===== src/rtl/shiftreg_sipo_rx.sv =====
// shiftreg_sipo_rx: LSB-first serial-in parallel-out word receiver with start/enable framing.
// Optional even-parity bit after each word when PARITY_CHECK_EN is defined.
`default_nettype none

module shiftreg_sipo_rx #(
  parameter int W = 8
) (
  input  logic         clk,
  input  logic         clear,
  input  logic         ser_in,
  input  logic         enable,
  input  logic         start,
  output logic [W-1:0] word,
  output logic         valid,
  output logic         busy,
  output logic         parity_err
);

  localparam int CW = $clog2(W + 1);
  localparam logic [CW-1:0] LAST_BIT = CW'(W - 1);

  localparam logic [1:0] IDLE  = 2'd0;
  localparam logic [1:0] SHIFT = 2'd1;
`ifdef PARITY_CHECK_EN
  localparam logic [1:0] PARITY = 2'd2;
`endif

  logic [1:0]    state;
  logic [W-1:0]  sr;
  logic [CW-1:0] cnt;
  logic [W-1:0]  sr_next;

  assign sr_next = {ser_in, sr[W-1:1]};

`ifdef PARITY_CHECK_EN
  logic parity_q;
  assign parity_err = parity_q;
`else
  assign parity_err = 1'b0;
`endif

  always_ff @(posedge clk) begin
    if (clear) begin
      state <= IDLE;
      sr    <= '0;
      cnt   <= '0;
      word  <= '0;
      valid <= 1'b0;
      busy  <= 1'b0;
`ifdef PARITY_CHECK_EN
      parity_q <= 1'b0;
`endif
    end else begin
      valid <= 1'b0;
      // start (re)arms from any state and wins over a coincident enable
      if (start) begin
        state <= SHIFT;
        sr    <= '0;
        cnt   <= '0;
        busy  <= 1'b1;
      end else begin
        case (state)
          IDLE: ;
          SHIFT: begin
            if (enable) begin
              sr  <= sr_next;
              cnt <= cnt + CW'(1);
              if (cnt == LAST_BIT) begin
`ifdef PARITY_CHECK_EN
                state <= PARITY;
`else
                word  <= sr_next;
                valid <= 1'b1;
                busy  <= 1'b0;
                state <= IDLE;
`endif
              end
            end
          end
`ifdef PARITY_CHECK_EN
          PARITY: begin
            if (enable) begin
              word     <= sr;
              parity_q <= (^sr) ^ ser_in;
              valid    <= 1'b1;
              busy     <= 1'b0;
              state    <= IDLE;
            end
          end
`endif
          default: begin
            state <= IDLE;
            busy  <= 1'b0;
          end
        endcase
      end
    end
  end

endmodule

`default_nettype wire

===== config.mk =====
export PLATFORM = sky130hd
export DESIGN_NAME = shiftreg_sipo_rx
export DESIGN_NICKNAME = d
export VERILOG_FILES = /design/src/rtl/shiftreg_sipo_rx.sv
export SDC_FILE = /design/constraint.sdc
export NUM_CORES = 1
export LEC_CHECK = 0
export ABC_AREA = 1
export BUFFER_PORTS_ARGS = -buffer_cell sky130_fd_sc_hd__buf_2
export CAP_MARGIN = 0
export CORE_MARGIN = 3
export CORE_UTILIZATION = 38
export DETAILED_ROUTE_END_ITERATION = 8
export GPL_TIMING_DRIVEN = 0
export PLACE_DENSITY_LB_ADDON = 0.2
export SLEW_MARGIN = 10
export SYNTH_ARGS = -nofsm -noshare
export SYNTH_HDL_FRONTEND = slang
export SYNTH_SLANG_ARGS = --single-unit

===== constraint.sdc =====
create_clock -name clk -period 1.3 [get_ports clk]
set_input_delay 0.26 -clock clk [delete_from_list [all_inputs] [get_ports clk]]
set_output_delay 0.26 -clock clk [all_outputs]
set_load 0.03 [all_outputs]

# After elaboration in Yosys (flattened, before gate mapping)
# Index checks and enable logic that the tools add are counted.
dict set report totals {
  elab_cells 35
  register_bits 24
  inputBits 5
}
dict set report classes {
  bitwise 4
  reduce_logical 7
  add_sub_neg 1
  n_mux 9
  n_eq_ne 7
}
# op count
set ops {}
lappend ops {{!= test 2 bit, second input constant} 3}
lappend ops {{!= test 3 bit, second input constant} 2}
lappend ops {{AND reduction 3 bit} 2}
lappend ops {{2-to-1 mux 1 bit} 5}
lappend ops {{adder 4 x 1 -> 4 bit, second input constant} 1}
lappend ops {{== test 4 x 3 -> 1 bit, second input constant} 1}
lappend ops {{2-to-1 mux 2 bit} 2}
lappend ops {{NOT 1 bit} 4}
lappend ops {{one-hot mux 2 bit (2 select lines)} 1}
lappend ops {{AND reduction 4 bit} 1}
lappend ops {{OR reduction 4 bit} 1}
lappend ops {{== test 2 x 1 -> 1 bit, second input constant} 1}
lappend ops {{logical NOT 2 bit} 1}
lappend ops {{one-hot mux 1 bit (2 select lines)} 1}
lappend ops {{AND reduction 2 bit} 1}
lappend ops {{OR reduction 2 bit} 1}

# Longest topological paths before layout
# Gate-level depths: netlist of the first run.
dict set report logic_depth {
  word_depth 5
  mapped_depth 6
}

# Least setup slack after synthesis of the first run
# Ideal clock, no wire load.
dict set report synth_timing {
  path_type {flip-flop to flip-flop}
  startpoint {register busy (netlist name)}
  endpoint {register word[0]}
  synth_period_minus_slack_ns 1.164
  path_stages_with_launch 6
  setup_time_ns 0.114
  n_path_buf 0
  setup_slack_ns 0.136
  arrival_ns 1.049
  required_time_ns 1.186
  cell_sequence {dfxtp_1 nand2_4 nor2_2 nand2_2 nand3_1 nand2_1}
}
# element line
set synth_lines {}
lappend synth_lines {{end signal: assignment} 72} ;# word <= sr_next;
lappend synth_lines {{end: declaration} 13} ;# output logic [W-1:0] word,

# Final worst setup path of the first run
dict set report layout_timing {
  startpoint {register busy}
  endpoint {output port busy}
}
# element line
set layout_lines {}
lappend layout_lines {{start: declaration} 15} ;# output logic busy,
lappend layout_lines {{start signal: assignment} 49} ;# busy <= 1'b0;
lappend layout_lines {{start signal: assignment} 60} ;# busy <= 1'b1;
lappend layout_lines {{start signal: assignment} 74} ;# busy <= 1'b0;
# No word-level cell between the ends.

==> results.md, run 1 <==
- Count of hold buffers inserted by post-cts repair: 0
- Number of nets produced by synthesis: 111
- Areal power density over the cells: 1055 nW/um^2
- Maximum number of pins on one net before global-route repair: 12
- Number of nets in the layout: 130
- Core box area: 2042 sq um
- Worst reg-to-reg setup slack: 0.15 ns
- Global route overflow: 0
- Minimum clock period after layout: about 1.2 ns
- Yosys top cell by area: sky130_fd_sc_hd__dfxtp_1
- Overall fraction of global-route tracks in use: 12.51%
- First-pass GRT wire length: around 2.6 mm
- Detailed router's first-iteration violation count: 4
- Dpl hpwl: 1.143 mm
- Initial antenna violation count: 0
- Total via count after detailed routing: between 600 and 700
- Clock sink count: 21
- Clock-pin slew on the worst setup and hold paths: 0.11 ns
- Family with the most delay on the worst path: flip-flops
- Cell breakdown of the critical path: buf_2
- Synth Area in Adders: 1.464%
- DIE HEIGHT: about 53 um
- Flops & latches, synth: 21
- Drt total wl: 1.488 mm
- Number of design rule violations left after detail routing: 0
- Dominant combinational cell family by area after synthesis: simple AND/OR/NAND/NOR gates
- Met3 wire length: 78 um
- Seq/Total Area, Yosys: 49.19%
- Horizontal die dimension: 53.42 um
- Sequential Area: 420.4 sq um
- Clock Skew: 0.002867 ns
- Proportion of synthesized area in mux cells: 0%
- Signed area change from the synthesized netlist to the final layout: 15.23%
- Drt pass-1 iters: 4
- Number of filler instances in the final layout: around 220
- RD Place Congestion: 0.6932
- Netlist area before placement: 854.6 sq um
- Path category of the worst min-delay check: input port to flip-flop
- Diode insertion count for antenna repair: 0
- IO Pins: 16
- Area contributors post-synth: sky130_fd_sc_hd__dfxtp_1 (49%), sky130_fd_sc_hd__nand3_1 (10%), sky130_fd_sc_hd__nor2_1 (9.7%)
- Average size of a mapped cell: 8.139 sq um
- Top Metal Used: met4
- Via count of the first global-routing pass: 630
- Share of the synthesized area in compound gates (AO/OA/AOI/OAI): 5.710%
- Share of layout cells above drive strength 1: around a quarter
- TritonCTS clock tree: yes
- Number of buffers on the longest clock path: 2
- Worst IR Drop VDD: 575.4 uV
- Clk Latency, worst-skew pair: 0.29 ns
- Yosys cell types: 21
- Max H-tree Level: 1
- Top-area cell type share of the netlist area: 49.19%
- Setup violation total in the final timing report: 0
- CTS buffer count: 3
- Largest fanout on the critical path: 4
- Detailed-routing wirelength on met1: 748 um
- Via-to-Cell Ratio: roughly 4.5
- Kind of critical path: flip-flop to output pin
- Area of the multi-input gates: 385.4 sq um
- Synthesized-area fraction occupied by xor and xnor cells: 0%
- WL/cell: 9.920 um
- Data required time of the worst path: roughly 1.0 ns
- Die Footprint: 2854 sq um
- Area share of and/or/nand/nor cells after synthesis: between 30% and 40%
- Met2 routed WL: 648 um
- Summed negative setup slack over all endpoints: 0 ns
- Post-detailed-route count of antenna-violating nets: 0
- Number of slew-limit violations in the final report: 0
- Worst Path Arrival: between 0.9 and 1 ns
- Warnings from Yosys: 0
- Starting utilization of the core area: 41.85%
- Final core utilization: 48.22%
- Setup repair after global routing missed its margin: no
- Critical path's largest stage delay: 0.44 ns
- Count of input and output buffers: 14
- Count of buffers added by post-CTS timing repair for setup: 0
- Highest clock frequency the design can meet: 818.8 MHz
- Leak: roughly 0.45 nW
- Highest-delay cell along the critical path: sky130_fd_sc_hd__dfxtp_1
- Count of buffering cells on the critical path with inverters included: 1
- Gate count after technology mapping: 105
- Max-Cap Viols: 0
- Cell row count: 16
- Period utilisation layout: 93.94%
- Result of the run: completed
- Kind of launch point of the worst setup path: flip-flop
- Cell at the root of the clock tree: sky130_fd_sc_hd__clkbuf_4
- Number of gates given a new drive strength after cts: 0
- Crit path capture type: output pin
- Final hold viol count: 0
## through the flow
stage	instance area [sq um]	hold slack [ns]	setup slack (ns)	instances	total power (W)
5_1_grt	984.7	0.1651	0.0001477	150	0.001099
6_report	984.7	0.1824	0.07873	150	0.001039
2_1_floorplan	854.6	0.3324	0.1363	105	0.0007300
4_1_cts	984.7	0.1651	0.04329	150	0.001060
3_3_place_gp	958.4	0.4507	0.1698	146	0.0007524
3_5_place_dp	958.4	0.4556	0.1590	146	0.0007539
## kinds of logic after synthesis
kind of cell,after synthesis
AND/OR/NAND/NOR,65
flip-flops,21
AO/OA/AOI/OAI,9
buffers and inverters,8
adder cells (fa/ha/maj),1
other,1
## area by class of cell
| class | count | share of cell area [%] |
|---|---|---|
| Sequential cell | 21 | 42.69 |
| Clock buffer | 4 | 2.668 |
| Tap cell | 27 | 3.431 |
| Buffer | 2 | 1.906 |
| Inverter | 6 | 3.050 |
| Multi-Input combinational cell | 76 | 39.14 |
| Timing Repair Buffer | 14 | 7.116 |
## cell usage in the layout (no fill, tap or decap), drive strengths merged
cell type and count:
nor2 26, dfxtp 21, nand2 21, nand3 17, buf 16, o21ai 7
inv 4, clkbuf 4, clkinv 2, a21oi 2, nor3b 1, ha 1
conb 1
## path summary, 6_finish.rpt
path	cells past startpoint	end	from
worst max-delay path	1	busy	busy
worst min-delay path	2	valid	clear
worst max register to register	6	word[6]	cnt[1]
worst min register to register	2	word[3]	word[3]
## state kept, by name (all words and copies together), names as in the netlist
name / count
cnt: 4
word: 8
sr: 7
busy: 1
valid: 1
## cell usage after synthesis, drive strengths merged
library cell  number
nand3             17
ha                 1
buf                2
o21ai              7
dfxtp             21
conb               1
inv                4
nor2              26
nand2             21
nor3b              1
clkinv             2
a21oi              2
## where the power goes
| group | switching (W) | leakage, nW | internal, W |
|---|---|---|---|
| registers | 0.00000778 | 0.170 | 0.000652 |
| clock network | 0.000182 | 0.0150 | 0.000119 |
| logic | 0.0000530 | 0.263 | 0.0000259 |
## metal layers
metal | track usage [%] | vias to the layer above
met4 | 6.383 | 0
met2 | 19.80 | 10
li1 | - | 372
met1 | 15.62 | 298
met5 | 0 | -
met3 | 2.817 | 2
No activity file was read; power rests on OpenSTA's default activity.
==> run 2: changes to the inputs <==
- CTS_BUF_LIST: unset -> sky130_fd_sc_hd__clkbuf_2
- TNS_END_PERCENT: unset -> 50
==> run 2 against run 1 <==
Net effect:
- hold slack got worse by 0.028 ns
- via count shrank 0.88%
- final area fell by 0.25%
- flip-flop and latch count is the same
- global-route usage fell by 0.18 points
- cell count stayed put
- non-clock buffer count unchanged
- register-to-register slack improved by 0.02 ns
- largest power group unchanged
- total power is 2.7% lower
- critical endpoint unchanged
==> results.md, run 2 (synthesis results as in run 1) <==
- Signed area change from the synthesized netlist to the final layout: 14.93%
- Clk Latency, worst-skew pair: 0.31 ns
- Count of buffers added by post-CTS timing repair for setup: 0
- Die Footprint: 2854 sq um
- DIE HEIGHT: 53.42 um
- IO Pins: 16
- Detailed router's first-iteration violation count: 7
- Worst IR Drop VDD: 584.6 uV
- Clock Skew: ~0.0077 ns
- Period utilisation layout: about nine tenths
- Design Area, Final: 982.2 sq um
- Data required time of the worst path: roughly 1.0 ns
- Setup violation total in the final timing report: 0
- Overall Power: roughly 0.001 W
- Total via count after detailed routing: 676
- Cell breakdown of the critical path: buf_2
- Cell row count: 16
- Critical path's largest stage delay: 0.42 ns
- Starting utilization of the core area: 41.85%
- Diode insertion count for antenna repair: 0
- Worst hold-check slack: 0.1540 ns
- Drt pass-1 iters: 3
- Commonest cells after routing, fill and taps aside: sky130_fd_sc_hd__nor2_1 (22), sky130_fd_sc_hd__nand2_1 (18), sky130_fd_sc_hd__dfxtp_1 (18), sky130_fd_sc_hd__nand3_1 (17), sky130_fd_sc_hd__buf_2 (14)
- Share of layout cells above drive strength 1: 27.64%
- Hold wc startpoint: clear
- Largest register by flop count: word
- Crit path capture type: output pin
- Dpl hpwl: 1.143 mm
- R2r startpoint: cnt[0]
- Kind of launch point of the worst setup path: flip-flop
- WL/cell: 9.880 um
- Clock-pin slew on the worst setup and hold paths: 0.18 ns
- Max H-tree Level: 1
- Overall fraction of global-route tracks in use: 12.33%
- First-pass GRT wire length: 2.566 mm
- Post-detailed-route count of antenna-violating nets: 0
- Worst Path Arrival: 0.93 ns
- Count of buffering cells on the critical path with inverters included: 1
- Setup repair after global routing missed its margin: no
- Minimum clock period after layout: 1.188 ns
- Placed Instances: approximately 150
- Number of slew-limit violations in the final report: 0
- Via count of the first global-routing pass: 618
- Kind of critical path: flip-flop to output pin
- Initial antenna violation count: 0
- Cell at the root of the clock tree: sky130_fd_sc_hd__clkbuf_2
- Core box area: 2042 sq um
- Highest-delay cell along the critical path: sky130_fd_sc_hd__dfxtp_2
- Via-to-Cell Ratio: 4.507
- Global route overflow: 0
- Max-Cap Viols: 0
- Largest fanout on the critical path: 4
- Areal power density over the cells: 1030 nW/um^2
- Count of non-filler cells in the finished layout: 150
- Number of buffers on the longest clock path: 2
- Regs by FF count: word: 8 flops, sr: 7 flops, cnt: 4 flops
- Number of design rule violations left after detail routing: 0
- Highest clock frequency the design can meet: 841.4 MHz
- Family with the most delay on the worst path: flip-flops
- Maximum number of pins on one net before global-route repair: 12
- Timing startpoint of the critical path: busy
- Leak: 0.4510 nW
- Result of the run: completed
- Worst reg-to-reg setup slack: roughly 0.17 ns
- Count of input and output buffers: 14
- Most common cell after layout, fill and taps aside: sky130_fd_sc_hd__nor2_1
- CTS buffer count: 3
- Count of hold buffers inserted by post-cts repair: 0
- Horizontal die dimension: approximately 53 um
- TritonCTS clock tree: yes
- Area of the multi-input gates: 385.4 sq um
- Number of nets in the layout: 130
- Drt total wl: between 1 and 1.5 mm
- Flip-flop count of the largest register after layout: 8
- Final hold viol count: 0
- Clock sink count: 21
- Sequential Area: 424.2 sq um
- Number of filler instances in the final layout: between 200 and 250
- RD Place Congestion: 0.6932
- Path category of the worst min-delay check: input port to flip-flop
- Summed negative setup slack over all endpoints: 0 ns
- Cell Area, Placed: 958.4 sq um
-- run 2: cell counts in the layout (fill, tap and decap cells not counted) --
Identical to the previous run, type by type.
-- run 2: final timing paths --
check | to | cells after the start
setup / recovery | busy | 1
hold / removal | valid | 2
setup reg to reg | busy | 6
hold reg to reg | word[3] | 2
-- run 2: cell type report --
type,count,area share (%)
Clock buffer,4,2.038
Sequential cell,21,43.18
Tap cell,27,3.439
Timing Repair Buffer,14,7.134
Multi-Input combinational cell,76,39.24
Inverter,6,3.057
Buffer,2,1.911
-- run 2: where the power goes --
part | internal [W] | total, W | leakage, nW | switching [W]
clock network | 0.0000815 | 0.000271 | 0.0166 | 0.000189
logic | 0.0000259 | 0.0000789 | 0.263 | 0.0000530
registers | 0.000654 | 0.000662 | 0.171 | 0.00000780
-- run 2: metal layers --
metal / share of wire (%) / track usage (%)
met4: 0.47 / 6.383
met5: 0 / 0
met3: 5.3 / 2.817
met1: 51 / 15.45
met2: 43 / 19.39
-- run 2: timing repair --
action	CTS	global route
resized for setup	1	2
gates cloned	0	0
endpoints found under the setup margin	1	2
-- run 2: per-stage QoR --
step	setup WS [ns]	utilization, %
floorplan	0.1363	-
global placement	0.1698	46.94
detailed placement	0.1590	46.94
CTS	0.07240	47.98
global route	0.02353	48.10
finish	0.1115	48.10
==> run 3: changes to the inputs <==
- GPL_ROUTABILITY_DRIVEN: unset -> 1
- clock period: 1.3 -> 1.1 ns (I/O delays scaled with it)
==> run 3 against run 2 <==
Net effect:
- first-iteration DRC count rose by 130%
- global-route usage up 0.18 points
- die area did not move
- non-clock buffer count rose by 2
- flip-flop and latch count unchanged
- sequential power increased by 17%
- via count increased by 5.9%
- register-to-register slack lost 0.14 ns
- worst setup slack got worse by 0.10 ns
- sequential share of layout area fell by 4.1 points
- final area up 16%
- clock skew is 0.0024 ns lower
==> results.md, run 3 (synthesis results as in run 1) <==
- Result of the run: completed
- Min-Delay Endpoint: valid
- Areal power density over the cells: 1050 nW/um^2
- Number of cells on the critical path: 1
- Clk Latency, worst-skew pair: approximately 0.32 ns
- Worst hold-check slack: 0.08510 ns
- Cell breakdown of the critical path: buf_6
- Count of hold buffers inserted by post-cts repair: 0
- Critical path's largest stage delay: 0.42 ns
- Core box area: 2042 sq um
- Global route overflow: 0
- Portion of total power attributed to the clock network: a little over a quarter
- Maximum number of pins on one net before global-route repair: 13
- IO Pins: 16
- Proportion of power drawn by flip-flops and latches: about two thirds
- Dpl hpwl: 1.125 mm
- Horizontal die dimension: 53.42 um
- Timing startpoint of the critical path: busy
- Share of layout cells above drive strength 1: between 40% and 50%
- Data required time of the worst path: ~0.88 ns
- Commonest cells after routing, fill and taps aside: sky130_fd_sc_hd__nor2_1 (21), sky130_fd_sc_hd__nand2_1 (18), sky130_fd_sc_hd__nand3_1 (12), sky130_fd_sc_hd__dfxtp_2 (10), sky130_fd_sc_hd__buf_6 (9)
- CTS buffer count: 3
- Post-detailed-route count of antenna-violating nets: 0
- Detailed router's first-iteration violation count: 16
- Count of buffering cells on the critical path with inverters included: 1
- Regs by FF count: word: 8 flops, sr: 7 flops, cnt: 4 flops
- Cell Int Power: 0.0008834 W
- Die Footprint: 2854 sq um
- Drt pass-1 iters: 4
- Initial antenna violation count: 0
- Max H-tree Level: 1
- Number of nets in the layout: 133
- Via-to-Cell Ratio: roughly 4.7
- Clock Skew: 0.005346 ns
- First-pass GRT wire length: 2.601 mm
- Starting utilization of the core area: 41.85%
- Family with the most delay on the worst path: flip-flops
- Worst Reg2Reg Path Length in Cells: 6
- Largest register by flop count: word
- Design Area, Final: around 1100 sq um
- Number of design rule violations left after detail routing: 0
- Period utilisation layout: 98.97%
- Max-Cap Viols: 0
- DIE HEIGHT: approximately 53 um
- Overall fraction of global-route tracks in use: 12.51%
- Count of input and output buffers: 14
- Drt total wl: 1.689 mm
- Number of slew-limit violations in the final report: 0
- Cell at the root of the clock tree: sky130_fd_sc_hd__clkbuf_2
- Cell row count: 16
- Via count of the first global-routing pass: 625
- Worst IR Drop VDD: 573.7 uV
- Largest fanout on the critical path: 4
- Final hold viol count: 0
- R2r startpoint: cnt[1]
- Leak: 0.5035 nW
- Minimum clock period after layout: about 1.1 ns
- Combinational fraction of design power: 8.3%
- Setup violation total in the final timing report: 0
- Kind of critical path: flip-flop to output pin
- Flip-flop count of the largest register after layout: 8
- Hold wc startpoint: clear
- Clock sink count: 21
- Hold path cells: 2
- Diode insertion count for antenna repair: 0
- Cell Area, Placed: 959.7 sq um
- Switching fraction of total power: 25.98%
- Crit path capture type: output pin
- Capture instance of the worst register-to-register path: word[2]
- RD Place Congestion: 0.7319
- Clock-pin slew on the worst setup and hold paths: 0.19 ns
- Path category of the worst min-delay check: input port to flip-flop
- Number of buffers on the longest clock path: 2
- TritonCTS clock tree: yes
- Total via count after detailed routing: 716
- Highest-delay cell along the critical path: sky130_fd_sc_hd__dfxtp_4
- Most common cell after layout, fill and taps aside: sky130_fd_sc_hd__nor2_1
- Highest clock frequency the design can meet: 918.6 MHz
- Worst Path Arrival: 0.87 ns
- Sw power: between 0.0003 and 0.0004 W
- Setup repair after global routing missed its margin: yes
- Signed area change from the synthesized netlist to the final layout: 32.94%
- Worst reg-to-reg setup slack: 0.03 ns
- Kind of launch point of the worst setup path: flip-flop
- WL/cell: 11.04 um
[run 3: changes by cell type in the layout (fill, tap and decap cells not counted), sizes merged]
cell and delta:
buf +2, clkbuf -1, clkinv +1, nand2 +1
[run 3: how the worst max path moves through the flow]
stage	slack, ns	to
floorplan	0.07	word[0]
global placement	-0.03	word[2]
detailed placement	-0.04	word[0]
CTS	-0.0008	busy
global route	-0.04	busy
finish	0.01	busy
[run 3: through the flow]
step / setup WS (ns) / power (W) / instances / TNS [ns] / util, %
2_1_floorplan: 0.06715 / 0.0008633 / 105 / 0 / -
3_3_place_gp: -0.03172 / 0.0008900 / 146 / -0.2306 / 47.00
3_5_place_dp: -0.04169 / 0.0008907 / 146 / -0.3343 / 47.00
4_1_cts: -0.0008382 / 0.001206 / 150 / -0.0008382 / 49.75
5_1_grt: -0.03704 / 0.001253 / 153 / -0.2048 / 55.64
6_report: 0.01135 / 0.001193 / 153 / 0 / 55.64
[run 3: power groups by stage]
stage               combinational [W]  clock, W  sequential, W
floorplan                   0.0000630         0       0.000800
global placement            0.0000929         0       0.000797
detailed placement          0.0000935         0       0.000797
CTS                         0.0000968  0.000327       0.000782
global route                 0.000111  0.000362       0.000780
finish                      0.0000989  0.000318       0.000777
[run 3: cell type report]
class                           instances  area (sq um)
Clock inverter                          1         5.005
Sequential cell                        21         444.2
Timing Repair Buffer                   16         140.1
Tap cell                               27         33.78
Fill cell                             207         905.9
Inverter                                6         32.53
Buffer                                  2         18.77
Clock buffer                            3         15.01
Multi-Input combinational cell         77         446.7
[run 3: layer usage]
metal,up-vias,routed length [um],track usage [%]
li1,380,-,-
met1,315,759,15.28
met2,17,827,20.41
met3,4,77,2.535
met4,0,25,6.383
met5,-,0,0
[run 3: repair_timing]
action | 4_1_cts | 5_1_grt
cloned | 0 | 1
resized for setup | 15 | 32
setup endpoints to repair | 18 | 20
setup buffers | 0 | 2
pin swaps | 1 | 5
hold endpoints to repair | 0 | 0
